**src/rtl/niosv_pio_ext_if.sv**
```systemverilog
// Avalon-MM slave bus bundle for the extended PIO: register address, select,
// write strobe and the two data paths.
interface niosv_pio_ext_if;
  logic [2:0]  address;
  logic        chipselect;
  logic        write_n;
  logic [31:0] writedata;
  logic [31:0] readdata;

  modport master (
    output address, chipselect, write_n, writedata,
    input  readdata
  );

  modport slave (
    input  address, chipselect, write_n, writedata,
    output readdata
  );
endinterface

```
**src/rtl/niosv_pio_ext.sv**
```systemverilog
// WIDTH-bit general-purpose I/O on Avalon-MM: per-bit direction, atomic set/clear,
// synchronised inputs with edge capture, and a maskable registered level interrupt.
module niosv_pio_ext #(
  parameter int unsigned      WIDTH       = 8,
  parameter logic [WIDTH-1:0] RESET_VALUE = '0,
  parameter int unsigned      EDGE_TYPE   = 0,
  parameter int unsigned      SYNC_STAGES = 2
) (
  input  logic                 clk,
  input  logic                 reset,
  niosv_pio_ext_if.slave       bus,
  input  logic [WIDTH-1:0]     in_port,
  output logic [WIDTH-1:0]     out_port,
  output logic [WIDTH-1:0]     oe,
  output logic                 irq
);

  localparam logic [2:0] PRIME_LAST = 3'(SYNC_STAGES);

  logic [WIDTH-1:0]                  data_q, data_d;
  logic [WIDTH-1:0]                  dir_q, dir_d;
  logic [WIDTH-1:0]                  mask_q, mask_d;
  logic [WIDTH-1:0]                  cap_q, cap_d;
  logic [WIDTH-1:0]                  prev_q;
  logic [SYNC_STAGES-1:0][WIDTH-1:0] sync_q;
  logic [2:0]                        prime_cnt_q, prime_cnt_d;
  logic                              primed_q, primed_d;
  logic                              irq_q, irq_d;

  logic                              wr_s;
  logic [WIDTH-1:0]                  wdata_s;
  logic [WIDTH-1:0]                  clr_s;
  logic [WIDTH-1:0]                  sync_in_s;
  logic [WIDTH-1:0]                  edge_s;
  logic [WIDTH-1:0]                  rd_bits_s;
  logic [31:0]                       rdata_s;
  logic                              unused_wdata_s;

  assign wr_s           = bus.chipselect & ~bus.write_n;
  assign wdata_s        = bus.writedata[WIDTH-1:0];
  assign unused_wdata_s = ^bus.writedata;
  assign sync_in_s      = sync_q[SYNC_STAGES-1];

  // Register write decode; an idle bus is steered to the ignored address 7.
  always_comb begin
    data_d = data_q;
    dir_d  = dir_q;
    mask_d = mask_q;
    clr_s  = {WIDTH{1'b0}};
    case (wr_s ? bus.address : 3'd7)
      3'd0:    data_d = wdata_s;
      3'd1:    dir_d  = wdata_s;
      3'd2:    mask_d = wdata_s;
      3'd3:    clr_s  = wdata_s;
      3'd4:    data_d = data_q | wdata_s;
      3'd5:    data_d = data_q & ~wdata_s;
      default: clr_s  = {WIDTH{1'b0}};
    endcase
  end

  // Edge detector on the synchronised inputs, selected by EDGE_TYPE.
  always_comb begin
    edge_s = {WIDTH{1'b0}};
    case (EDGE_TYPE)
      32'd0:   edge_s = sync_in_s & ~prev_q;
      32'd1:   edge_s = ~sync_in_s & prev_q;
      default: edge_s = sync_in_s ^ prev_q;
    endcase
  end

  // Capture (set beats clear), interrupt and priming next-state.
  always_comb begin
    cap_d       = (cap_q & ~clr_s) | (edge_s & {WIDTH{primed_q}});
    irq_d       = |(cap_q & mask_q);
    primed_d    = primed_q | (prime_cnt_q == PRIME_LAST);
    prime_cnt_d = primed_q ? prime_cnt_q : (prime_cnt_q + 3'd1);
  end

  // All state, asynchronously reset.
  always_ff @(posedge clk or posedge reset) begin
    if (reset) begin
      data_q      <= RESET_VALUE;
      dir_q       <= {WIDTH{1'b0}};
      mask_q      <= {WIDTH{1'b0}};
      cap_q       <= {WIDTH{1'b0}};
      prev_q      <= {WIDTH{1'b0}};
      sync_q      <= '0;
      prime_cnt_q <= 3'd0;
      primed_q    <= 1'b0;
      irq_q       <= 1'b0;
    end else begin
      data_q      <= data_d;
      dir_q       <= dir_d;
      mask_q      <= mask_d;
      cap_q       <= cap_d;
      prev_q      <= sync_in_s;
      sync_q      <= {sync_q[SYNC_STAGES-2:0], in_port};
      prime_cnt_q <= prime_cnt_d;
      primed_q    <= primed_d;
      irq_q       <= irq_d;
    end
  end

  // Zero-wait-state read mux; DATA reflects the driven value on output bits.
  always_comb begin
    rd_bits_s = (data_q & dir_q) | (sync_in_s & ~dir_q);
    rdata_s   = 32'd0;
    case (bus.address)
      3'd0:    rdata_s[WIDTH-1:0] = rd_bits_s;
      3'd1:    rdata_s[WIDTH-1:0] = dir_q;
      3'd2:    rdata_s[WIDTH-1:0] = mask_q;
      3'd3:    rdata_s[WIDTH-1:0] = cap_q;
      default: rdata_s            = 32'd0;
    endcase
  end

  assign bus.readdata = rdata_s;
  assign out_port     = data_q;
  assign oe           = dir_q;
  assign irq          = irq_q;

endmodule
```
**src/flat_wrapper.sv**
```systemverilog
// flat-port wrapper written by rule: the top's interface ports become plain ports
module niosv_pio_ext_flat 
#(
  parameter int unsigned      WIDTH       = 8,
  parameter logic [WIDTH-1:0] RESET_VALUE = '0,
  parameter int unsigned      EDGE_TYPE   = 0,
  parameter int unsigned      SYNC_STAGES = 2
)
  (clk, reset, in_port, out_port, oe, irq, bus_address, bus_chipselect, bus_write_n, bus_writedata, bus_readdata);
  niosv_pio_ext_if bus_i ();
  input  logic clk;
  input  logic reset;
  input  logic [WIDTH-1:0] in_port;
  output logic [WIDTH-1:0] out_port;
  output logic [WIDTH-1:0] oe;
  output logic irq;
  input wire logic [$bits(bus_i.address)-1:0] bus_address;
  input wire logic [$bits(bus_i.chipselect)-1:0] bus_chipselect;
  input wire logic [$bits(bus_i.write_n)-1:0] bus_write_n;
  input wire logic [$bits(bus_i.writedata)-1:0] bus_writedata;
  output wire logic [$bits(bus_i.readdata)-1:0] bus_readdata;
  assign bus_i.address = bus_address;
  assign bus_i.chipselect = bus_chipselect;
  assign bus_i.write_n = bus_write_n;
  assign bus_i.writedata = bus_writedata;
  assign bus_readdata = bus_i.readdata;
  niosv_pio_ext #(.WIDTH(WIDTH), .RESET_VALUE(RESET_VALUE), .EDGE_TYPE(EDGE_TYPE), .SYNC_STAGES(SYNC_STAGES)) u_core (.clk(clk), .reset(reset), .bus(bus_i), .in_port(in_port), .out_port(out_port), .oe(oe), .irq(irq));
endmodule
```
**config.mk**
```make
export PLATFORM = sky130hd
export DESIGN_NAME = niosv_pio_ext_flat
export DESIGN_NICKNAME = d
export VERILOG_FILES = /design/src/rtl/niosv_pio_ext_if.sv /design/src/rtl/niosv_pio_ext.sv /design/src/flat_wrapper.sv
export SDC_FILE = /design/constraint.sdc
export NUM_CORES = 1
export LEC_CHECK = 0
export CAP_MARGIN = 10
export CORE_MARGIN = 5
export CORE_UTILIZATION = 40
export CTS_BUF_LIST = sky130_fd_sc_hd__clkbuf_4 sky130_fd_sc_hd__clkbuf_8
export CTS_CLUSTER_DIAMETER = 50
export DETAILED_ROUTE_END_ITERATION = 6
export GPL_TIMING_DRIVEN = 0
export PLACE_DENSITY = 0.75
export RECOVER_POWER = 50
export SKIP_LAST_GASP = 1
export SYNTH_ARGS = -nofsm -noshare
export SYNTH_HDL_FRONTEND = slang
export SYNTH_SLANG_ARGS = --single-unit
```
**constraint.sdc**
```tcl
create_clock -name clk -period 1.83 [get_ports clk]
set_clock_uncertainty 0.1 [all_clocks]
set_input_delay 0.2745 -clock clk [delete_from_list [all_inputs] [get_ports clk]]
set_output_delay 0.2745 -clock clk [all_outputs]
set_load 0.01 [all_outputs]
```
==> Word level (Yosys, flattened, before mapping) <==
Index checks and enable logic that the tools add are counted.
{ "totals": {"regBits": 61, "in_bits": 47, "out_inout_bits": 49, "wordCells": 45} }
{ "classes": {"add_sub_neg": 1, "eq_ne": 9, "mux": 4, "n_bitwise": 17, "n_reduce_logical": 4} }
{ "ops": {"columns": ["op", "n"], "rows": [
  ["$and 8x8->8", 7],
  ["$not 8->8", 4],
  ["$pmux 8 s4", 1],
  ["$or 8x8->8", 3],
  ["$pmux 8 s3", 1],
  ["$eq 3x2->1 const B", 5],
  ["$mux 8", 1],
  ["$reduce_or 8->1", 1],
  ["$eq 3x1->1 const B", 2],
  ["$eq 3x3->1 const B", 2],
  ["$logic_not 3->1", 2],
  ["$add 3x1->3 const B", 1],
  ["$mux 3", 1],
  ["$reduce_bool 3->1", 1],
  ["$and 1x1->1", 1],
  ["$not 1->1", 1],
  ["$or 1x1->1", 1]
]} }

==> Longest topological paths before layout <==
Gate-level depths: netlist of the first run.
{ "depth": {"depth_word": 8, "ltp_mapped": 5} }

==> Worst setup path before layout of the first run <==
Ideal clock, no wire load.
{ "synth_path": {"kind": "register -> output", "from": "register u_core.dir_q[5] (netlist: u_core.oe[5])", "to": "output bus_readdata[5]", "arrival_ps": 1343, "setup_slack_ps": 112, "path_stages_with_launch": 4, "path_buffers": 0, "cell_sequence": "dfrtp_1 mux2_4 mux4_2 and2_1"} }
{ "synth_between": {"elab_chain_cells": 4, "elab_cells_between_ends": 5} }
{ "synth_lines": {"columns": ["element", "line", "source"], "rows": [
  ["from (decl)", "niosv_pio_ext.sv:21", "logic [WIDTH-1:0] dir_q, dir_d;"],
  ["from (signal assigned)", "niosv_pio_ext.sv:83", "dir_q <= {WIDTH{1'b0}};"],
  ["from (signal assigned)", "niosv_pio_ext.sv:93", "dir_q <= dir_d;"],
  ["$not 8->8", "niosv_pio_ext.sv:106", "rd_bits_s = (data_q & dir_q) | (sync_in_s & ~dir_q);"],
  ["$and 8x8->8", "niosv_pio_ext.sv:106", null],
  ["$or 8x8->8", "niosv_pio_ext.sv:106", null],
  ["$pmux 8 s4 *", "niosv_pio_ext.sv:108", "case (bus.address)"],
  ["to (decl)", "flat_wrapper.sv:21", "output wire logic [$bits(bus_i.readdata)-1:0] bus_readdata;"]
]} }
Every way passes the cells marked *; elsewhere a longest branch is shown, timed or not.

==> Worst setup path after layout of the first run <==
Ends and elaborated chain as after synthesis.

==> results of run 1 <==
==> worst paths after layout <==
| check | endpoint | startpoint | cells past startpoint |
|---|---|---|---|
| worst max-delay path | bus_readdata[5] | u_core.oe[5] | 4 |
| worst min-delay path | u_core.sync_in_s[0] | u_core.sync_q[0] | 0 |
| worst max register to register | u_core.cap_q[2] | u_core.primed_q | 3 |
| worst min register to register | u_core.sync_in_s[0] | u_core.sync_q[0] | 0 |
| max in group asynchronous | u_core.sync_q[0] | reset | 3 |
| min in group asynchronous | u_core.sync_in_s[4] | reset | 2 |
==> state kept, by name, summed over array words and instances (netlist names) <==
| signal | count |
|---|---|
| u_core.sync_q | 8 |
| u_core.oe | 8 |
| u_core.out_port | 8 |
| u_core.sync_in_s | 8 |
| u_core.mask_q | 8 |
| u_core.cap_q | 8 |
| u_core.irq | 1 |
| u_core.primed_q | 1 |
| u_core.prime_cnt_q | 3 |
| u_core.prev_q | 8 |
==> layer usage <==
layer | GRT usage [%] | vias to the layer above | wire length [um]
met4 | 5.05 | 0 | 68
li1 | - | 943 | -
met3 | 5.07 | 8 | 498
met2 | 23.9 | 69 | 3050
met1 | 19.6 | 1002 | 2740
met5 | 0 | - | 0
==> layout by cell type, fill, tap and decap left out, drive strengths merged, types with 4 or more instances in the layout <==
master / instances
buf: 45
conb: 24
dfrtp: 61
clkbuf: 15
nor3b: 5
a211oi: 10
and3: 6
mux2i: 7
mux2: 17
nor2: 5
a22oi: 4
nand2: 24
clkdlybuf4s50: 27
nand3b: 7
o21ai: 13
nor3: 4
dlygate4sd3: 9
o21a: 7
a221o: 6
==> cells by family (layout without fill, tap and decap cells) <==
family,Yosys count,in the layout,share of synthesized area (%)
DFF,61,61,54.7
and+or+nand+nor,57,57,12.4
AOI/OAI and AO/OA,45,45,11.6
buffers and inverters,37,102,9.37
muxes,25,25,10.3
adders and majority gates,2,2,0.896
xor gates and xnor gates,2,2,0.628
other,1,24,0.134
==> through the flow <==
| step | total power [mW] | utilization [%] | cell area (um2) |
|---|---|---|---|
| after CTS | 3.44 | 53.6 | 3640 |
| after detailed placement | 2.34 | 51.3 | 3480 |
| after global placement | 2.31 | 51.0 | 3460 |
| after floorplan | 2.01 | - | 2880 |
| final | 3.44 | 54.5 | 3700 |
| after global routing | 3.61 | 54.5 | 3700 |
==> what timing repair did <==
item / 4_1_cts / 5_1_grt
resized for setup: 36 / 18
endpoints found under the setup margin: 8 / 8
endpoints found under the hold margin: 0 / 0
pin swaps: 6 / 4
hold buffers: 0 / 0
setup buffers: 2 / 1
==> area by class of cell <==
cell class                      instances  area (um2)
Buffer                                 33         248
Sequential cell                        61        1530
Fill cell                             602        3090
Multi-Input combinational cell        155        1160
Timing Repair Buffer                   50         444
Clock buffer                           14         180
Clock inverter                          1        5.00
Tap cell                               96         120
Inverter                                4        16.3
==> power groups by stage <==
stage	logic [mW]	clock network [mW]	registers, mW
final	0.737	1.09	1.61
after detailed placement	0.708	0	1.63
after global placement	0.690	0	1.63
after floorplan	0.373	0	1.63
after global routing	0.797	1.18	1.63
after CTS	0.709	1.12	1.60
==> metrics.md, run 1 <==
| Metric | Value |
|---|---|
| Status | complete, but fails checks |
| Violated checks | setup timing |
| Std-Cell Core Area | 0.00679 mm2 |
| Area growth syn-to-layout | 32.7% |
| Slack of the critical path | -267 ps |
| Via count of the first global-routing pass | 2009 |
| First-pass GRT wire length | 10100 um |
| Switching power share of the total | 26.4% |
| Post-route DRC violation count | 0 |
| Clock Path Buffers | 2 |
| Aggregate negative setup slack | -267 ps |
| Final #Nets | 363 |
| Cell area after synthesis | 0.00279 mm2 |
| Worst path buffer plus inverter count | 1 |
| Leakage power of the design | 1.65 nW |
| Rows | 30 |
| Shortest clock period the worst path allows after layout | 2100 ps |
| Full die area | 0.00875 mm2 |
| Max FO, Critical Path | 2 |
| Fraction of final layout cells sized beyond drive strength 1 | 30.5% |
| Antenna violations before repair | 0 |
| Die height | 93.5 um |
| Crit. End Element | output pin |
| Post-detailed-route wirelength per cell | 15.4 um |
| Placed cell count | 396 |
| Final number of hold-violating endpoints | 0 |
| Power density over cell area | 929 mW/mm2 |
| Die span in x | 93.5 um |
| Clk network pwr share | 31.8% |
| I/O Buffers | 46 |
| Gate power share | 21.4% |
| Leftover overflow at the end of global routing | 0 |
| RSZ-0062 raised after global routing | true |
| Antenna Violating Nets Remaining | 0 |
| Unique cell type count in the Yosys netlist | 38 |
| WS Path Type | reg2out |
| Post-synth EDFFs | 0 |
| Highest Clock Rate | 477 MHz |
| GP Congestion | 0.812 |
| Global Route Usage Sum | 15.2% |
| Half-perimeter wire length after detailed placement | 4460 um |
| Ratio of final minimum period to clock period | 115% |
| Mean area per synthesized cell | 12.1 um2 |
| Final Hold Slack | 244 ps |
| Sequential fraction of design power | 46.8% |
| Worst Tran Pin Value | 967 ps |
| Wirelength, routed | 6360 um |
| CTS Sinks | 61 |
| Maxcap violations | 0 |
| Share of Yosys cell area claimed by the top area cell type | 54.7% |
| Most frequent cells after synthesis | 61 x sky130_fd_sc_hd__dfrtp_1, 25 x sky130_fd_sc_hd__buf_4, 23 x sky130_fd_sc_hd__nand2_1 |
| Count of TritonRoute iterations in the first routing pass | 4 |
| Worst supply voltage drop on vdd | 0.596 mV |
| Share of the yosys chip area belonging to registers | 54.7% |
| Worst reg-to-reg setup slack | 540 ps |
| Inserted Clock Buffers | 9 |
| Antenna Cells | 0 |
| DRC violation total after the first TritonRoute iteration | 131 |
| H-tree levels | 3 |
| Relative slew slack | 35.2% |
| CTS tree | built |
| Biggest area contributors in the synthesized netlist | sky130_fd_sc_hd__dfrtp_1 55%, sky130_fd_sc_hd__buf_4 6.7%, sky130_fd_sc_hd__mux2_2 6.5% |
| Share of flip-flops with an asynchronous set or reset | 100% |
| Critical path data arrival time | 1720 ps |
| Cell Chain, Critical Path | mux2_4, mux4_2, and2_1, buf_2 |
| Final count of negative-setup-slack endpoints | 1 |
| Routed via count divided by cell count | 4.88 |
| Cell count after synthesis | 230 |
| Switching power summed over all nets | 0.908 mW |
| Yosys synthesis warning count | 0 |
| Layout Cells excl Fill | 414 |
| Dominant delay contributor by cell family on the critical path | multiplexers |
| Worst Hold Class | reg2reg |
| Reg clk slew, reported paths | 60 ps |
| Pre-CTS worst setup slack | -936 ps |
| Required time of the critical path | 1460 ps |
| Total vias in the final route | 2022 |
| Cell with the largest stage delay on the worst path | sky130_fd_sc_hd__mux4_2 |
| Pin count of the biggest net entering global routing | 40 |
| Root Buffer | sky130_fd_sc_hd__clkbuf_8 |
| Most used standard cell by instance count after synthesis | sky130_fd_sc_hd__dfrtp_1 |
| Clock Latency Late Sink | 330 ps |
| Starting Density | 41.1% |
| Flops & latches, synth | 61 |
| Int Pwr | 2.53 mW |
| Boundary Pins | 96 |
| Kind of start point of the critical path | flip-flop |
| Largest area contributor in the netlist | sky130_fd_sc_hd__dfrtp_1 |
| Delay of the slowest cell on the worst path | 440 ps |
| Final Max Tran Viols | 0 |
| Most common flop cell mapped by yosys | sky130_fd_sc_hd__dfrtp_1 |
Power figures use the tool's default switching activity.
==> inputs of run 2 (changes only) <==
--- a/config.mk
+++ b/config.mk
@@ -6,7 +6,7 @@
 export NUM_CORES = 1
 export LEC_CHECK = 0
 export CAP_MARGIN = 10
-export CORE_MARGIN = 5
+export CORE_MARGIN = 3
 export CORE_UTILIZATION = 40
 export CTS_BUF_LIST = sky130_fd_sc_hd__clkbuf_4 sky130_fd_sc_hd__clkbuf_8
 export CTS_CLUSTER_DIAMETER = 50
==> metrics.md, run 2 (synthesis gave the netlist of run 1 again) <==
| Metric | Value |
|---|---|
| Via count of the first global-routing pass | 1927 (-4.1%) |
| Worst Tran Pin Value | 1280 ps (+309 ps) |
| Die height | 89.5 um (-4.3%) |
| Switching power share of the total | 26.0% (-0.40 points) |
| Sequential fraction of design power | 44.8% (-2.0 points) |
| Reg clk slew, reported paths | 70 ps (about the same) |
| Highest Clock Rate | 475 MHz (-0.27%) |
| DRC violation total after the first TritonRoute iteration | 147 (+12%) |
| Post-route cell area | 0.00374 mm2 (+1.0%) |
| Violated checks | setup timing |
| Leakage power of the design | 1.67 nW (+1.1%) |
| H-tree levels | 3 (unchanged) |
| Most common cell after layout, fill and taps aside | sky130_fd_sc_hd__dfrtp_1 |
| Clock Path Buffers | 2 (unchanged) |
| Std-Cell Core Area | 0.00657 mm2 (-3.3%) |
| WS Path Type | reg2out |
| Area growth syn-to-layout | 34.1% |
| First-pass GRT wire length | 10000 um (-0.34%) |
| I/O Buffers | 46 (unchanged) |
| Required time of the critical path | 1460 ps (about the same) |
| Rows | 29 (-3.3%) |
| Shortest clock period the worst path allows after layout | 2100 ps (+5.76 ps) |
| Final number of hold-violating endpoints | 0 (unchanged) |
| Crit. End Element | output pin |
| Count of TritonRoute iterations in the first routing pass | 4 (unchanged) |
| Int Pwr | 2.66 mW (+5.1%) |
| Die span in x | 89.5 um (-4.3%) |
| Cell count of the worst reg-to-reg path | 2 (-1) |
| CTS Sinks | 61 (unchanged) |
| Antenna Cells | 0 (unchanged) |
| Slack of the critical path | -273 ps (-5.76 ps) |
| Relative slew slack | 14.4% (-21 points) |
| Routed via count divided by cell count | 4.90 (+0.30%) |
| Final Max Tran Viols | 0 (unchanged) |
| Cell with the largest stage delay on the worst path | sky130_fd_sc_hd__mux4_2 |
| CTS tree | built |
| Wirelength, routed | 6510 um (+2.3%) |
| Power density over cell area | 961 mW/mm2 (+3.4%) |
| Placed cell count | 393 (-0.76%) |
| RSZ-0062 raised after global routing | true |
| Cells on Worst Hold Path | 0 (unchanged) |
| Kind of start point of the critical path | flip-flop |
| Gate power share | 20.3% (-1.1 points) |
| Full die area | 0.00802 mm2 (-8.4%) |
| Fraction of final layout cells sized beyond drive strength 1 | 31.2% (+0.65 points) |
| Clk network pwr share | 34.8% (+3.0 points) |
| Half-perimeter wire length after detailed placement | 4390 um (-1.6%) |
| Total vias in the final route | 2028 (+0.30%) |
| Placed Instance Area | 0.00348 mm2 (-0.11%) |
| Antenna violations before repair | 0 (unchanged) |
| Post-route DRC violation count | 0 (unchanged) |
| Clock Latency Late Sink | 330 ps (about the same) |
| Maxcap violations | 0 (unchanged) |
| Layout Cells excl Fill | 414 (unchanged) |
| Cell Chain, Critical Path | mux2_4, mux4_2, and2_1, buf_2 |
| Starting Density | 42.5% (+1.4 points) |
| Switching power summed over all nets | 0.934 mW (+2.9%) |
| Leftover overflow at the end of global routing | 0 (unchanged) |
| Post-detailed-route wirelength per cell | 15.7 um (+2.3%) |
| Critical path data arrival time | 1730 ps (about the same) |
| Ratio of final minimum period to clock period | 115% (+0.31 points) |
| Global Route Usage Sum | 17.2% (+2.0 points) |
| Finished Core Util | 57.0% (+2.5 points) |
| Most frequent cells in the layout | 61 x sky130_fd_sc_hd__dfrtp_1, 31 x sky130_fd_sc_hd__buf_4, 27 x sky130_fd_sc_hd__clkdlybuf4s50_1 |
| Pin count of the biggest net entering global routing | 34 (-15%) |
| Delay of the slowest cell on the worst path | 440 ps (about the same) |
| Root Buffer | sky130_fd_sc_hd__clkbuf_8 |
| Inserted Clock Buffers | 9 (unchanged) |
| Boundary Pins | 96 (unchanged) |
| Max FO, Critical Path | 2 (unchanged) |
| Aggregate negative setup slack | -273 ps (-5.76 ps) |
| Worst supply voltage drop on vdd | 0.568 mV (-4.6%) |
| Status | complete, but fails checks |
| Worst Hold Class | reg2reg |
| Antenna Violating Nets Remaining | 0 (unchanged) |
| Final count of negative-setup-slack endpoints | 1 (unchanged) |
| Total design power | 3.59 mW (+4.5%) |
| Final #Nets | 365 (+0.55%) |
| GP Congestion | 0.813 (+0.16%) |
run 2: worst paths after layout:
check,from,endpoint,slack (ps)
worst max-delay path,u_core.oe[5],bus_readdata[5],-270
worst min-delay path,u_core.sync_q[3],u_core.sync_in_s[3],250
worst max register to register,u_core.primed_q,u_core.prime_cnt_q[1],470
worst min register to register,u_core.sync_q[3],u_core.sync_in_s[3],250
max in group asynchronous,reset,u_core.out_port[2],250
min in group asynchronous,reset,u_core.sync_q[1],560
run 2: timing repair:
action / 4_1_cts / 5_1_grt
setup buffers: 4 / 1
cloned: 0 / 0
endpoints found under the hold margin: 0 / 0
pin swaps: 4 / 4
setup endpoints to repair: 8 / 7
hold buffers: 0 / 0
gates resized for setup: 39 / 17
run 2: routing by layer:
| metal | GRT usage, % | vias up | wire [um] |
|---|---|---|---|
| met5 | 0 | - | 0 |
| met4 | 6.09 | 0 | 77 |
| met1 | 22.6 | 1006 | 2940 |
| met2 | 26.5 | 72 | 3060 |
| li1 | - | 943 | - |
| met3 | 6.08 | 7 | 423 |
run 2: power by group through the flow:
| stage | logic, mW | clock network, mW | registers (mW) |
|---|---|---|---|
| floorplan | 0.373 | 0 | 1.63 |
| global placement | 0.688 | 0 | 1.62 |
| detailed placement | 0.707 | 0 | 1.63 |
| CTS | 0.708 | 1.29 | 1.61 |
| global route | 0.797 | 1.36 | 1.63 |
| finish | 0.731 | 1.25 | 1.61 |
run 2: layout make-up:
| class | instances | area, um2 |
|---|---|---|
| fill | 587 | 2830 |
| sequential | 61 | 1530 |
| multi-input combinational | 155 | 1150 |
| timing repair buffer | 52 | 463 |
| buffer | 33 | 250 |
| clock buffer | 13 | 173 |
| tap | 93 | 116 |
| clock inverter | 3 | 42.5 |
| inverter | 4 | 16.3 |
run 2: per-stage QoR:
stage	hold slack [ps]	setup slack [ps]
global placement	234	-904
CTS	249	-302
floorplan	206	112
detailed placement	235	-914
finish	248	-273
global route	258	-336
run 2: worst max-delay path: cells and delay by family, from the launching register on:
kind                   cells  cell delay (ps)
muxes                      2              730
DFF                        1              390
and+or+nand+nor            1              140
buffers and inverters      1              130
